`config.mk`:
```
export PLATFORM = sky130hd
export DESIGN_NAME = prog_loader_flat
export DESIGN_NICKNAME = d
export VERILOG_FILES = /design/src/rtl/prog_loader_pkg.sv /design/src/rtl/prog_loader_if.sv /design/src/rtl/prog_loader.sv /design/src/flat_wrapper.sv
export SDC_FILE = /design/constraint.sdc
export NUM_CORES = 1
export LEC_CHECK = 0
export ABC_AREA = 1
export BUFFER_PORTS_ARGS = -buffer_cell sky130_fd_sc_hd__buf_2
export CORE_MARGIN = 4
export CORE_UTILIZATION = 51
export CTS_CLUSTER_DIAMETER = 200
export CTS_CLUSTER_SIZE = 8
export DETAILED_ROUTE_END_ITERATION = 16
export GPL_ROUTABILITY_DRIVEN = 0
export GPL_TIMING_DRIVEN = 0
export PLACE_DENSITY = 0.76
export SYNTH_ARGS = -nofsm -noshare
export SYNTH_HDL_FRONTEND = slang
export SYNTH_SLANG_ARGS = --single-unit
```
`constraint.sdc`:
```
create_clock -name clk -period 2.5 [get_ports clk]
set_input_delay 0 -clock clk [delete_from_list [all_inputs] [get_ports clk]]
set_output_delay 0 -clock clk [all_outputs]
set_load 0.03 [all_outputs]
```
`src/rtl/prog_loader_pkg.sv`:
```
// Shared types and default widths for the program loader, PC and instruction ROM.
package prog_loader_pkg;

  typedef enum logic [1:0] {
    IDLE = 2'd0,
    LOAD = 2'd1,
    DONE = 2'd2,
    ERR  = 2'd3
  } loader_state_t;

  localparam int LOADER_D = 12;
  localparam int LOADER_W = 9;

endpackage

```
`src/rtl/prog_loader_if.sv`:
```
// Host-to-loader word stream: valid/ready handshake carrying machine-code words.
interface prog_loader_if #(
  parameter int W = prog_loader_pkg::LOADER_W
);
  logic         in_valid;
  logic [W-1:0] in_data;
  logic         in_last;
  logic         in_ready;

  modport master (output in_valid, output in_data, output in_last, input in_ready);
  modport slave  (input in_valid, input in_data, input in_last, output in_ready);
endinterface

```
`src/rtl/prog_loader.sv`:
```
// Streams host words sequentially into instruction memory from address 0,
// holding the core in reset until a complete program has been written.
module prog_loader
  import prog_loader_pkg::*;
#(
  parameter int D     = LOADER_D,
  parameter int W     = LOADER_W,
  parameter int DEPTH = 4096
) (
  input  logic           clk,
  input  logic           reset,
  input  logic           start,
  prog_loader_if.slave   host,
  output logic           imem_wr_en,
  output logic [D-1:0]   imem_addr,
  output logic [W-1:0]   imem_wr_data,
  output logic           core_reset,
  output logic           busy,
  output logic           done,
  output logic           err,
  output logic [D:0]     word_count,
  output logic [W-1:0]   checksum
);

  localparam logic [D-1:0] LAST_ADDR = D'(DEPTH - 1);

  loader_state_t state;
  logic [D-1:0]  addr;
  logic          accept;

  assign host.in_ready = (state == LOAD);
  assign accept        = host.in_valid && (state == LOAD);

  // The memory write port trails acceptance by one cycle, so the last word of
  // a program is written during the first DONE/ERR cycle.
  always_ff @(posedge clk or posedge reset) begin
    if (reset) begin
      state        <= IDLE;
      addr         <= '0;
      imem_wr_en   <= 1'b0;
      imem_addr    <= '0;
      imem_wr_data <= '0;
      core_reset   <= 1'b1;
      busy         <= 1'b0;
      done         <= 1'b0;
      err          <= 1'b0;
      word_count   <= '0;
      checksum     <= '0;
    end else begin
      imem_wr_en <= accept;
      if (accept) begin
        imem_addr    <= addr;
        imem_wr_data <= host.in_data;
      end

      case (state)
        IDLE, DONE, ERR: begin
          if (start) begin
            state      <= LOAD;
            addr       <= '0;
            word_count <= '0;
            checksum   <= '0;
            done       <= 1'b0;
            err        <= 1'b0;
            busy       <= 1'b1;
            core_reset <= 1'b1;
          end
        end

        LOAD: begin
          if (accept) begin
            addr       <= addr + D'(1);
            word_count <= word_count + (D+1)'(1);
            checksum   <= checksum ^ host.in_data;
            // in_last on the final slot still counts as a complete program.
            if (host.in_last) begin
              state      <= DONE;
              busy       <= 1'b0;
              done       <= 1'b1;
              core_reset <= 1'b0;
            end else if (addr == LAST_ADDR) begin
              state <= ERR;
              busy  <= 1'b0;
              err   <= 1'b1;
            end
          end
        end

        default: state <= IDLE;
      endcase
    end
  end

endmodule

```
`src/flat_wrapper.sv`:
```
// flat-port wrapper written by rule: the top's interface ports become plain ports
module prog_loader_flat import prog_loader_pkg::*;
#(
  parameter int D     = LOADER_D,
  parameter int W     = LOADER_W,
  parameter int DEPTH = 4096
)
  (clk, reset, start, imem_wr_en, imem_addr, imem_wr_data, core_reset, busy, done, err, word_count, checksum, host_in_valid, host_in_data, host_in_last, host_in_ready);
  prog_loader_if #(.W(W)) host_i ();
  input  logic clk;
  input  logic reset;
  input  logic start;
  output logic imem_wr_en;
  output logic [D-1:0] imem_addr;
  output logic [W-1:0] imem_wr_data;
  output logic core_reset;
  output logic busy;
  output logic done;
  output logic err;
  output logic [D:0] word_count;
  output logic [W-1:0] checksum;
  input wire logic [$bits(host_i.in_valid)-1:0] host_in_valid;
  input wire logic [$bits(host_i.in_data)-1:0] host_in_data;
  input wire logic [$bits(host_i.in_last)-1:0] host_in_last;
  output wire logic [$bits(host_i.in_ready)-1:0] host_in_ready;
  assign host_i.in_valid = host_in_valid;
  assign host_i.in_data = host_in_data;
  assign host_i.in_last = host_in_last;
  assign host_in_ready = host_i.in_ready;
  prog_loader #(.D(D), .W(W), .DEPTH(DEPTH)) u_core (.clk(clk), .reset(reset), .start(start), .host(host_i), .imem_wr_en(imem_wr_en), .imem_addr(imem_addr), .imem_wr_data(imem_wr_data), .core_reset(core_reset), .busy(busy), .done(done), .err(err), .word_count(word_count), .checksum(checksum));
endmodule
```
==> qor.yml <==
cts:
  clk_pin_slew_ns: 0.07
  clk_latency_ns: 0.33
  htree_levels: 3
  clock-sinks: 62
  cts_tree: "built"
  clock_path_buffers: 2
  cts_buffers: 9
  postCtsSetupBuffers: 0
  root_buffer: "clkbuf_8"
  cts.hold.buffers_added: 11
  post_cts_resized: 0
grt:
  grt_first_pass_wirelength_um: 11800
  grt_overflow: 0
  grt_antenna_before_repair: 0
  grt_usage_pct: 23.1
  grt_pass1_vias: 2534
  grt_max_degree: 33
detailed_routing:
  met2_length_um: 3300
  m1WireLength_um: 3070
  highest-signal-layer: "met4"
  route.detailed.drc: 0
  wl_per_cell_um: 13.7
  drt_iter0_drc: 102
  vias_per_cell: 5.06
  wl_met3_um: 466
  vias: 2555
  wirelength_um: 6900
  ant_nets: 0
  drt-pass1-iter-count: 4
placed_design:
  dp_hpwl_um: 4690
  dp_cells: 478
  port_buffers: 62
  place_ws_ns: 0.921
critical_path:
  slowest_delay_ns: 0.65
  arrival_ns: 1.82
  crit_slowest_cell: "o21ai_0"
  worstSetupStartpointType: "register"
  worstSetupEndpointType: "register"
  crit_chain: "inv_1, nand2_2, o21ai_0, nor3_1, nor2_1, nor2_1"
  crit_family: "compound AO/OA/AOI/OAI gates"
  crit_type: "register to register"
  path_max_fanout: 5
  path_buf_inv: 1
  path_common_cell: "nor2_1"
  cp.required_ns: 2.73
yosys:
  avgSynthCellArea_um2: 8.24
  yosys_warnings: 0
  synth_cells: 345
  synth_area_mm2: 0.00284
  synth_cell_types: 27
  ys_ff_latch: 62
  yosysSeqAreaShare_pct: 54.6
  synthesis.nets: 361
finish:
  drive_gt1_share_pct: 22.5
  multi_input_area_mm2: 0.00109
  n_antenna_cell: 0
  fin_util_pct: 68.1
  register_area_mm2: 0.00155
  area_growth_pct: 26.1
  layout.cells.non_filler: 505
  final_nets: 446
  layout_commonest_cell: "nand2_1"
  final_cell_mix: "108 x nand2_1, 68 x buf_2, 61 x dfrtp_1, 35 x o21ai_0, 35 x nor2_1"
  n_fill_cell: 462
timing:
  setup-violations-final: 0
  post-route-period-util_pct: 63.5
  final_max_slew_viol_count: 0
  setup-tns-final_ns: 0
  clock_skew_ns: 0.00532
  rsz0062_at_grt: "no"
  fmax_mhz: 630
  setup_ws_ns: 0.912
  finalHoldViolCount: 0
  tightest_slew_ns: 0.803
  min_period_ns: 1.59
  maxSlewHeadroom_pct: 45.9
floorplan:
  die_area_mm2: 0.00684
  core-area_mm2: 0.00527
  die_width_um: 82.7
  row_count: 26
  chipHeight_um: 82.7
  io_pins: 63
  initial_utilization_pct: 54.0
pwr:
  cellPowerDensity_mw_per_mm2: 1040
  p_int_mw: 2.21
  leakage_nw: 1.86
  p_comb_share_pct: 36.9
  p_switching_mw: 1.53
  seq_power_share_pct: 37.2
  power_frac_clock_pct: 25.9
  irDropWorstVdd_uv: 836
  swShare_pct: 40.9
min_path:
  hp-class: "input port to register"
job:
  maxCapViolCount: 0
status:
  outcome: "complete, no violations"
==> layout make-up <==
| cell class | instances | share of cell area [%] |
|---|---|---|
| Sequential cell | 62 | 43.3 |
| Multi-Input combinational cell | 237 | 30.5 |
| Timing Repair Buffer | 74 | 12.3 |
| Clock buffer | 12 | 4.05 |
| Inverter | 36 | 3.77 |
| Tap cell | 70 | 2.44 |
| Clock inverter | 4 | 1.95 |
| Buffer | 10 | 1.78 |
==> path summary, 6_finish.rpt <==
kind / from / endpoint / slack (ns) / depth (start not counted)
setup / recovery: u_core.state[1] / u_core.word_count[9] / 0.91 / 6
setup reg to reg: u_core.state[1] / u_core.word_count[9] / 0.91 / 6
max in group asynchronous: reset / u_core.core_reset / 1.52 / 4
hold reg to reg: u_core.core_reset / u_core.core_reset / 0.47 / 2
min in group asynchronous: reset / u_core.imem_addr[9] / 0.32 / 3
hold / removal: start / u_core.word_count[11] / 0.06 / 6
==> metal layers <==
| layer | vias up | GRT usage (%) |
|---|---|---|
| li1 | 1272 | - |
| met1 | 1203 | 29.6 |
| met4 | 0 | 8.82 |
| met5 | - | 0 |
| met2 | 72 | 36.3 |
| met3 | 8 | 7.81 |
==> Yosys cell counts (all sizes together) <==
library cell | instances | area [um2]
a21oi | 6 | 30.0
o31ai | 1 | 12.5
nand4 | 7 | 43.8
dfrtp | 61 | 1530
nand3 | 18 | 90.1
inv | 36 | 135
nor3 | 9 | 50.1
xor2 | 5 | 43.8
ha | 2 | 25.0
buf | 9 | 60.1
dfstp | 1 | 26.3
nor2 | 38 | 160
clkbuf | 1 | 3.75
o21ai | 36 | 180
a22o | 1 | 8.76
a31oi | 1 | 6.26
o22ai | 1 | 6.26
nand2 | 112 | 435
==> flip-flops by register name (all words and copies together), names as in the netlist <==
register / count
u_core.checksum: 9
u_core.state: 2
u_core.addr: 12
u_core.busy: 1
u_core.done: 1
u_core.imem_wr_data: 9
u_core.imem_addr: 12
u_core.core_reset: 1
u_core.err: 1
u_core.imem_wr_en: 1
u_core.word_count: 13
==> worst register-to-register path, delay by kind of cell, from the launching register on <==
kind | cells | cell delay [ns]
flip-flops | 1 | 0.42
AO/OA/AOI/OAI | 1 | 0.65
AND/OR/NAND/NOR | 4 | 0.33
buffers and inverters | 1 | 0.08
==> power groups by stage <==
stage	combinational, mW	sequential, mW	clock, mW
after floorplan	0.557	1.79	0
after global placement	1.34	1.40	0
after detailed placement	1.38	1.40	0
after CTS	1.39	1.39	0.975
after global routing	1.51	1.42	1.03
final	1.38	1.39	0.966
==> metrics by stage <==
step / power [mW] / cell area [um2] / hold WS (ns)
2_1_floorplan: 2.34 / 2840 / 0.123
3_3_place_gp: 2.74 / 3240 / 0.225
3_5_place_dp: 2.77 / 3260 / 0.144
5_1_grt: 3.96 / 3590 / 0.111
4_1_cts: 3.76 / 3590 / 0.0565
6_report: 3.74 / 3590 / 0.0640
==> cell families after synthesis <==
group                      synth area share [%]
and+or+nand+nor                            27.4
DFF                                        54.6
AOI/OAI and AO/OA                          8.58
buffers and inverters                      7.00
xor gates and xnor gates                   1.54
adders and majority gates                 0.880
No activity file was read; power rests on OpenSTA's default activity.
